### src/rtl/axi4_master_engine.sv
// AXI4 initiator: turns one command into one INCR burst (AW->W->B or AR->R)
// and reports a single completion pulse with the collected response and error flag.
module axi4_master_engine #(
  parameter int DATA_WIDTH = 32,
  parameter int ADDR_WIDTH = 16
) (
  input  logic                  ACLK,
  input  logic                  ARESET,
  // command
  input  logic                  cmd_valid,
  output logic                  cmd_ready,
  input  logic                  cmd_write,
  input  logic [ADDR_WIDTH-1:0] cmd_addr,
  input  logic [7:0]            cmd_len,
  input  logic [2:0]            cmd_size,
  // write-beat source / read-beat sink
  input  logic [DATA_WIDTH-1:0] wr_data,
  input  logic                  wr_valid,
  output logic                  wr_ready,
  output logic [DATA_WIDTH-1:0] rd_data,
  output logic                  rd_valid,
  // completion
  output logic                  done,
  output logic [1:0]            done_resp,
  output logic                  done_err,
  // AXI4 write address / data / response
  output logic [ADDR_WIDTH-1:0] AWADDR,
  output logic [7:0]            AWLEN,
  output logic [2:0]            AWSIZE,
  output logic                  AWVALID,
  input  logic                  AWREADY,
  output logic [DATA_WIDTH-1:0] WDATA,
  output logic                  WVALID,
  output logic                  WLAST,
  input  logic                  WREADY,
  input  logic [1:0]            BRESP,
  input  logic                  BVALID,
  output logic                  BREADY,
  // AXI4 read address / data
  output logic [ADDR_WIDTH-1:0] ARADDR,
  output logic [7:0]            ARLEN,
  output logic [2:0]            ARSIZE,
  output logic                  ARVALID,
  input  logic                  ARREADY,
  input  logic [DATA_WIDTH-1:0] RDATA,
  input  logic [1:0]            RRESP,
  input  logic                  RLAST,
  input  logic                  RVALID,
  output logic                  RREADY
);

  typedef enum logic [2:0] {
    S_IDLE, S_AW, S_W, S_B, S_AR, S_R, S_DONE
  } state_t;

  state_t                  state_q, state_d;
  logic [ADDR_WIDTH-1:0]   addr_q;
  logic [7:0]              len_q;
  logic [2:0]              size_q;
  logic [7:0]              beat_cnt;
  logic                    last_beat;

  assign last_beat = (beat_cnt == len_q);

  always_ff @(posedge ACLK) begin
    if (ARESET) state_q <= S_IDLE;
    else        state_q <= state_d;
  end

  always_comb begin
    // NOTE: default first so every path assigns state_d and no latch is inferred.
    state_d = state_q;
    unique case (state_q)
      S_IDLE: if (cmd_valid) state_d = cmd_write ? S_AW : S_AR;
      S_AW:   if (AWREADY) state_d = S_W;
      S_W:    if (WVALID && WREADY && WLAST) state_d = S_B;
      S_B:    if (BVALID) state_d = S_DONE;
      S_AR:   if (ARREADY) state_d = S_R;
      // A missing RLAST still ends the burst on the len-th beat.
      S_R:    if (RVALID && (RLAST || last_beat)) state_d = S_DONE;
      S_DONE: state_d = S_IDLE;
      default: state_d = S_IDLE;
    endcase
  end

  assign cmd_ready = (state_q == S_IDLE) && !ARESET;
  assign AWVALID   = (state_q == S_AW);
  assign ARVALID   = (state_q == S_AR);
  assign BREADY    = (state_q == S_B);
  assign RREADY    = (state_q == S_R);
  assign done      = (state_q == S_DONE);
  // One bubble per W beat: the source is only offered a slot while the W register is empty.
  assign wr_ready  = (state_q == S_W) && !WVALID;
  assign rd_data   = RDATA;
  assign rd_valid  = RVALID && RREADY;

  assign AWADDR = addr_q;
  assign AWLEN  = len_q;
  assign AWSIZE = size_q;
  assign ARADDR = addr_q;
  assign ARLEN  = len_q;
  assign ARSIZE = size_q;

  // Control state: everything whose value is visible while idle is reset.
  always_ff @(posedge ACLK) begin
    if (ARESET) begin
      // NOTE: sequential state uses non-blocking assignments only, so all flops update together.
      beat_cnt  <= '0;
      WVALID    <= 1'b0;
      WLAST     <= 1'b0;
      done_resp <= 2'b00;
      done_err  <= 1'b0;
    end else begin
      unique case (state_q)
        S_IDLE: begin
          if (cmd_valid) begin
            beat_cnt  <= '0;
            done_resp <= 2'b00;
            done_err  <= 1'b0;
          end
        end
        S_W: begin
          if (wr_valid && wr_ready) begin
            WLAST  <= last_beat;
            WVALID <= 1'b1;
          end else if (WVALID && WREADY) begin
            WVALID   <= 1'b0;
            beat_cnt <= beat_cnt + 8'd1;
            if (WLAST) WLAST <= 1'b0;
          end
        end
        S_B: begin
          if (BVALID) done_resp <= BRESP;
        end
        S_R: begin
          if (RVALID) begin
            beat_cnt <= beat_cnt + 8'd1;
            if (RRESP != 2'b00) done_resp <= 2'b10;
            if (RLAST != last_beat) done_err <= 1'b1;
          end
        end
        default: ;
      endcase
    end
  end

  // NOTE: pure datapath registers carry no reset; they are always loaded before use.
  always_ff @(posedge ACLK) begin
    if (state_q == S_IDLE && cmd_valid) begin
      addr_q <= cmd_addr;
      len_q  <= cmd_len;
      size_q <= cmd_size;
    end
    if (wr_valid && wr_ready) WDATA <= wr_data;
  end

endmodule

### config.mk
export PLATFORM = sky130hd
export DESIGN_NAME = axi4_master_engine
export DESIGN_NICKNAME = d
export VERILOG_FILES = /design/src/rtl/axi4_master_engine.sv
export SDC_FILE = /design/constraint.sdc
export NUM_CORES = 1
export LEC_CHECK = 0
export BUFFER_PORTS_ARGS = -buffer_cell sky130_fd_sc_hd__clkbuf_2
export CORE_MARGIN = 5
export CORE_UTILIZATION = 41
export DETAILED_ROUTE_END_ITERATION = 7
export PLACE_DENSITY = 0.86
export SYNTH_ARGS = -nofsm -noshare
export SYNTH_HDL_FRONTEND = slang
export SYNTH_SLANG_ARGS = --single-unit
### constraint.sdc
create_clock -name ACLK -period 3.8 [get_ports ACLK]
set_input_delay 0.38 -clock ACLK [delete_from_list [all_inputs] [get_ports ACLK]]
set_output_delay 0.38 -clock ACLK [all_outputs]
set_load 0.01 [all_outputs]
==> flow_summary.ini <==
[status]
outcome = complete, no violations

[clock_network]
cts_htree_levels = 3
cts_hold_buf = 0
clkTransAtPathRegs_ns = 0.08
cts_sinks = 75
cts_buffers = 9
post_cts_buffers = 0
max-clock-path-buffers = 2
clock_latency_ns = 0.34
cts_root_buf = clkbuf_8
cts_resized = 0
cts_tree = done

[sta]
tns_ns = 0
finalHoldViolations = 0
finalCritPeriodShare_pct = 58.1
grt_setup_unrepaired = false
hold_ws_ns = 0.209
fin_worst_skew_ns = 0.00883
relSlewSlack_pct = 58.5
clock.fmax_mhz = 453
min_period_ns = 2.21
slew_viol_final = 0
setup_viol = 0
tightest_slew_ns = 0.621

[setup_path]
path_cells = nor3b_4 -> nor2b_1 -> clkbuf_2
setup.worst_path.start_class = register
crit_arrival_ns = 1.83
endpoint_kind = primary output
critPathBufInv = 1
crit_family = simple AND/OR/NAND/NOR gates
slowest_stage = dfxtp_1
max_stage_delay_ns = 0.59
path_class = reg -> out
required_ns = 3.42
cp_max_fo = 15

[placement]
gp_congestion = 0.743
hpwlAfterDp_um = 5890
dp.cells = 457
port_buffers = 172

[detailed_routing]
wire_per_inst_um = 16.0
drc = 0
ant_nets = 0
drtPass1Iterations = 4
drtIter0Drc = 85
wirelength_um = 7570
vias_per_cell = 4.77
vias = 2254

[power]
pwr-share-clk_pct = 25.4
powerDensity_mw_per_mm2 = 531
power_w = 0.00210
peakVddDrop_mv = 0.252
p_leak_nw = 1.73
p_switching_w = 0.000659
power_frac_seq_pct = 51.9
p_sw_share_pct = 31.4
intPower_w = 0.00144
comb_power_share_pct = 22.7

[global_route]
grt_pass1_vias = 2352
grt_overflow = 0
antenna_found_initial = 0
grt_max_degree = 33
grt_pass1_wl_um = 11700
global_route.usage.total_pct = 15.3

[floorplanning]
initial_core_util_pct = 42.2
core-area_mm2 = 0.00777
fp.dieW_um = 99.4
rows = 32
die_y_um = 99.4
ioPinCount = 237
design.die.area_mm2 = 0.00988

[yosys]
synth_cell_types = 47
synthFlopType = edfxtp_1
async_flop_share_pct = 0
synth-seq-cells = 75
syn_avg_cell_area_um2 = 13.1
yosysSeqAreaShare_pct = 63.9
synth_area_mm2 = 0.00328
synthesis.instances = 250
synth-edff-count = 59
synth.yosys.warnings = 0
synth_fp_nets = 358

[layout]
drive_gt1_share_pct = 52.8
final_cells = 473
mostFrequentLayoutCells = 172 x clkbuf_2, 59 x edfxtp_1, 16 x dfxtp_1
syn2layout_area_growth_pct = 20.6
nFillCells = 731
fin_nets = 474
layout_commonest_cell = clkbuf_2
n_antenna_cell = 0

[job]
cap_viol_max_count = 0

[min_path]
holdCritPathClass = in -> reg
## flip-flops by register name (all words and copies together) (netlist names)
signal and flops:
beat_cnt 8, ARLEN 8, WDATA 32, done_resp 2, ARADDR 16, WVALID 1
WLAST 1, done_err 1, ARSIZE 3, state_q 3
## worst paths after layout
check | start | endpoint | slack (ns) | depth (start not counted)
max | state_q[1] | wr_ready | 1.59 | 3
min | cmd_addr[15] | ARADDR[15] | 0.21 | 1
max reg2reg | state_q[1] | WDATA[27] | 1.77 | 4
min reg2reg | beat_cnt[7] | beat_cnt[7] | 0.49 | 1
## final cells by class
class                   count  area, um2  area share (%)
repair buffers            173        868            22.0
inverters                   4       15.0           0.380
clock inverters             5       38.8           0.982
well taps                 102        128            3.23
flip-flops and latches     75       2090            52.9
multi-input cells         103        678            17.2
clock buffers              11        131            3.32
## worst reg2reg max path, stage by stage, from the launching register on
cell     delay [ns]
dfxtp_1        0.59
nor3b_4        0.48
nand2_1        0.15
nor2_2         0.10
buf_4          0.35
## through the flow
stage | area [um2] | util (%) | worst slack, ns
final | 3950 | 50.9 | 1.59
after global routing | 3950 | 50.9 | 1.45
after CTS | 3950 | 50.9 | 1.60
after detailed placement | 3780 | 48.7 | 1.82
after global placement | 3780 | 48.7 | 1.86
after floorplan | 3280 | - | 1.15
## logic make-up (layout without fill, tap and decap cells)
group | after synthesis | after routing | share of synthesized area [%]
AO/OA/AOI/OAI | 40 | 40 | 8.29
XOR/XNOR | 8 | 8 | 2.14
adder cells (fa/ha/maj) | 2 | 2 | 0.764
buffers and inverters | 72 | 193 | 15.5
flip-flops | 75 | 75 | 63.9
multiplexers | 1 | 1 | 0.306
AND/OR/NAND/NOR | 52 | 52 | 9.13
## power groups by stage
stage	registers, W	clock network, W	logic (W)
2_1_floorplan	0.00112	0	0.000354
3_3_place_gp	0.00110	0	0.000478
3_5_place_dp	0.00111	0	0.000483
4_1_cts	0.00109	0.000549	0.000488
5_1_grt	0.00111	0.000593	0.000520
6_report	0.00109	0.000532	0.000477
## cell usage after synthesis (2+ instances only)
library cell	number	area share, %
a211oi_1	5	1.1
and3_1	2	0.38
a31oi_1	2	0.38
inv_1	3	0.34
or3_1	2	0.38
nand4_1	2	0.38
dfxtp_1	16	9.8
xor2_1	8	2.1
nor3b_1	2	0.46
nand3_1	6	0.92
nand2_1	8	0.92
a21oi_1	14	2.1
o21ai_0	4	0.61
buf_2	3	0.46
nor2_1	10	1.1
buf_4	60	14
and2_1	2	0.38
nand2b_1	5	0.95
ha_1	2	0.76
and3b_1	2	0.53
edfxtp_1	59	54
nor4_1	4	0.76
a311oi_1	3	0.80
clkbuf_1	3	0.34
## metal layers
| layer | track usage (%) | vias up | wire length (um) |
|---|---|---|---|
| met4 | 6.83 | 0 | 182 |
| met2 | 26.1 | 119 | 3780 |
| met5 | 0 | - | 0 |
| met1 | 15.9 | 1028 | 2710 |
| li1 | - | 1076 | - |
| met3 | 7.29 | 31 | 902 |
(Power assumes the default switching activity.)
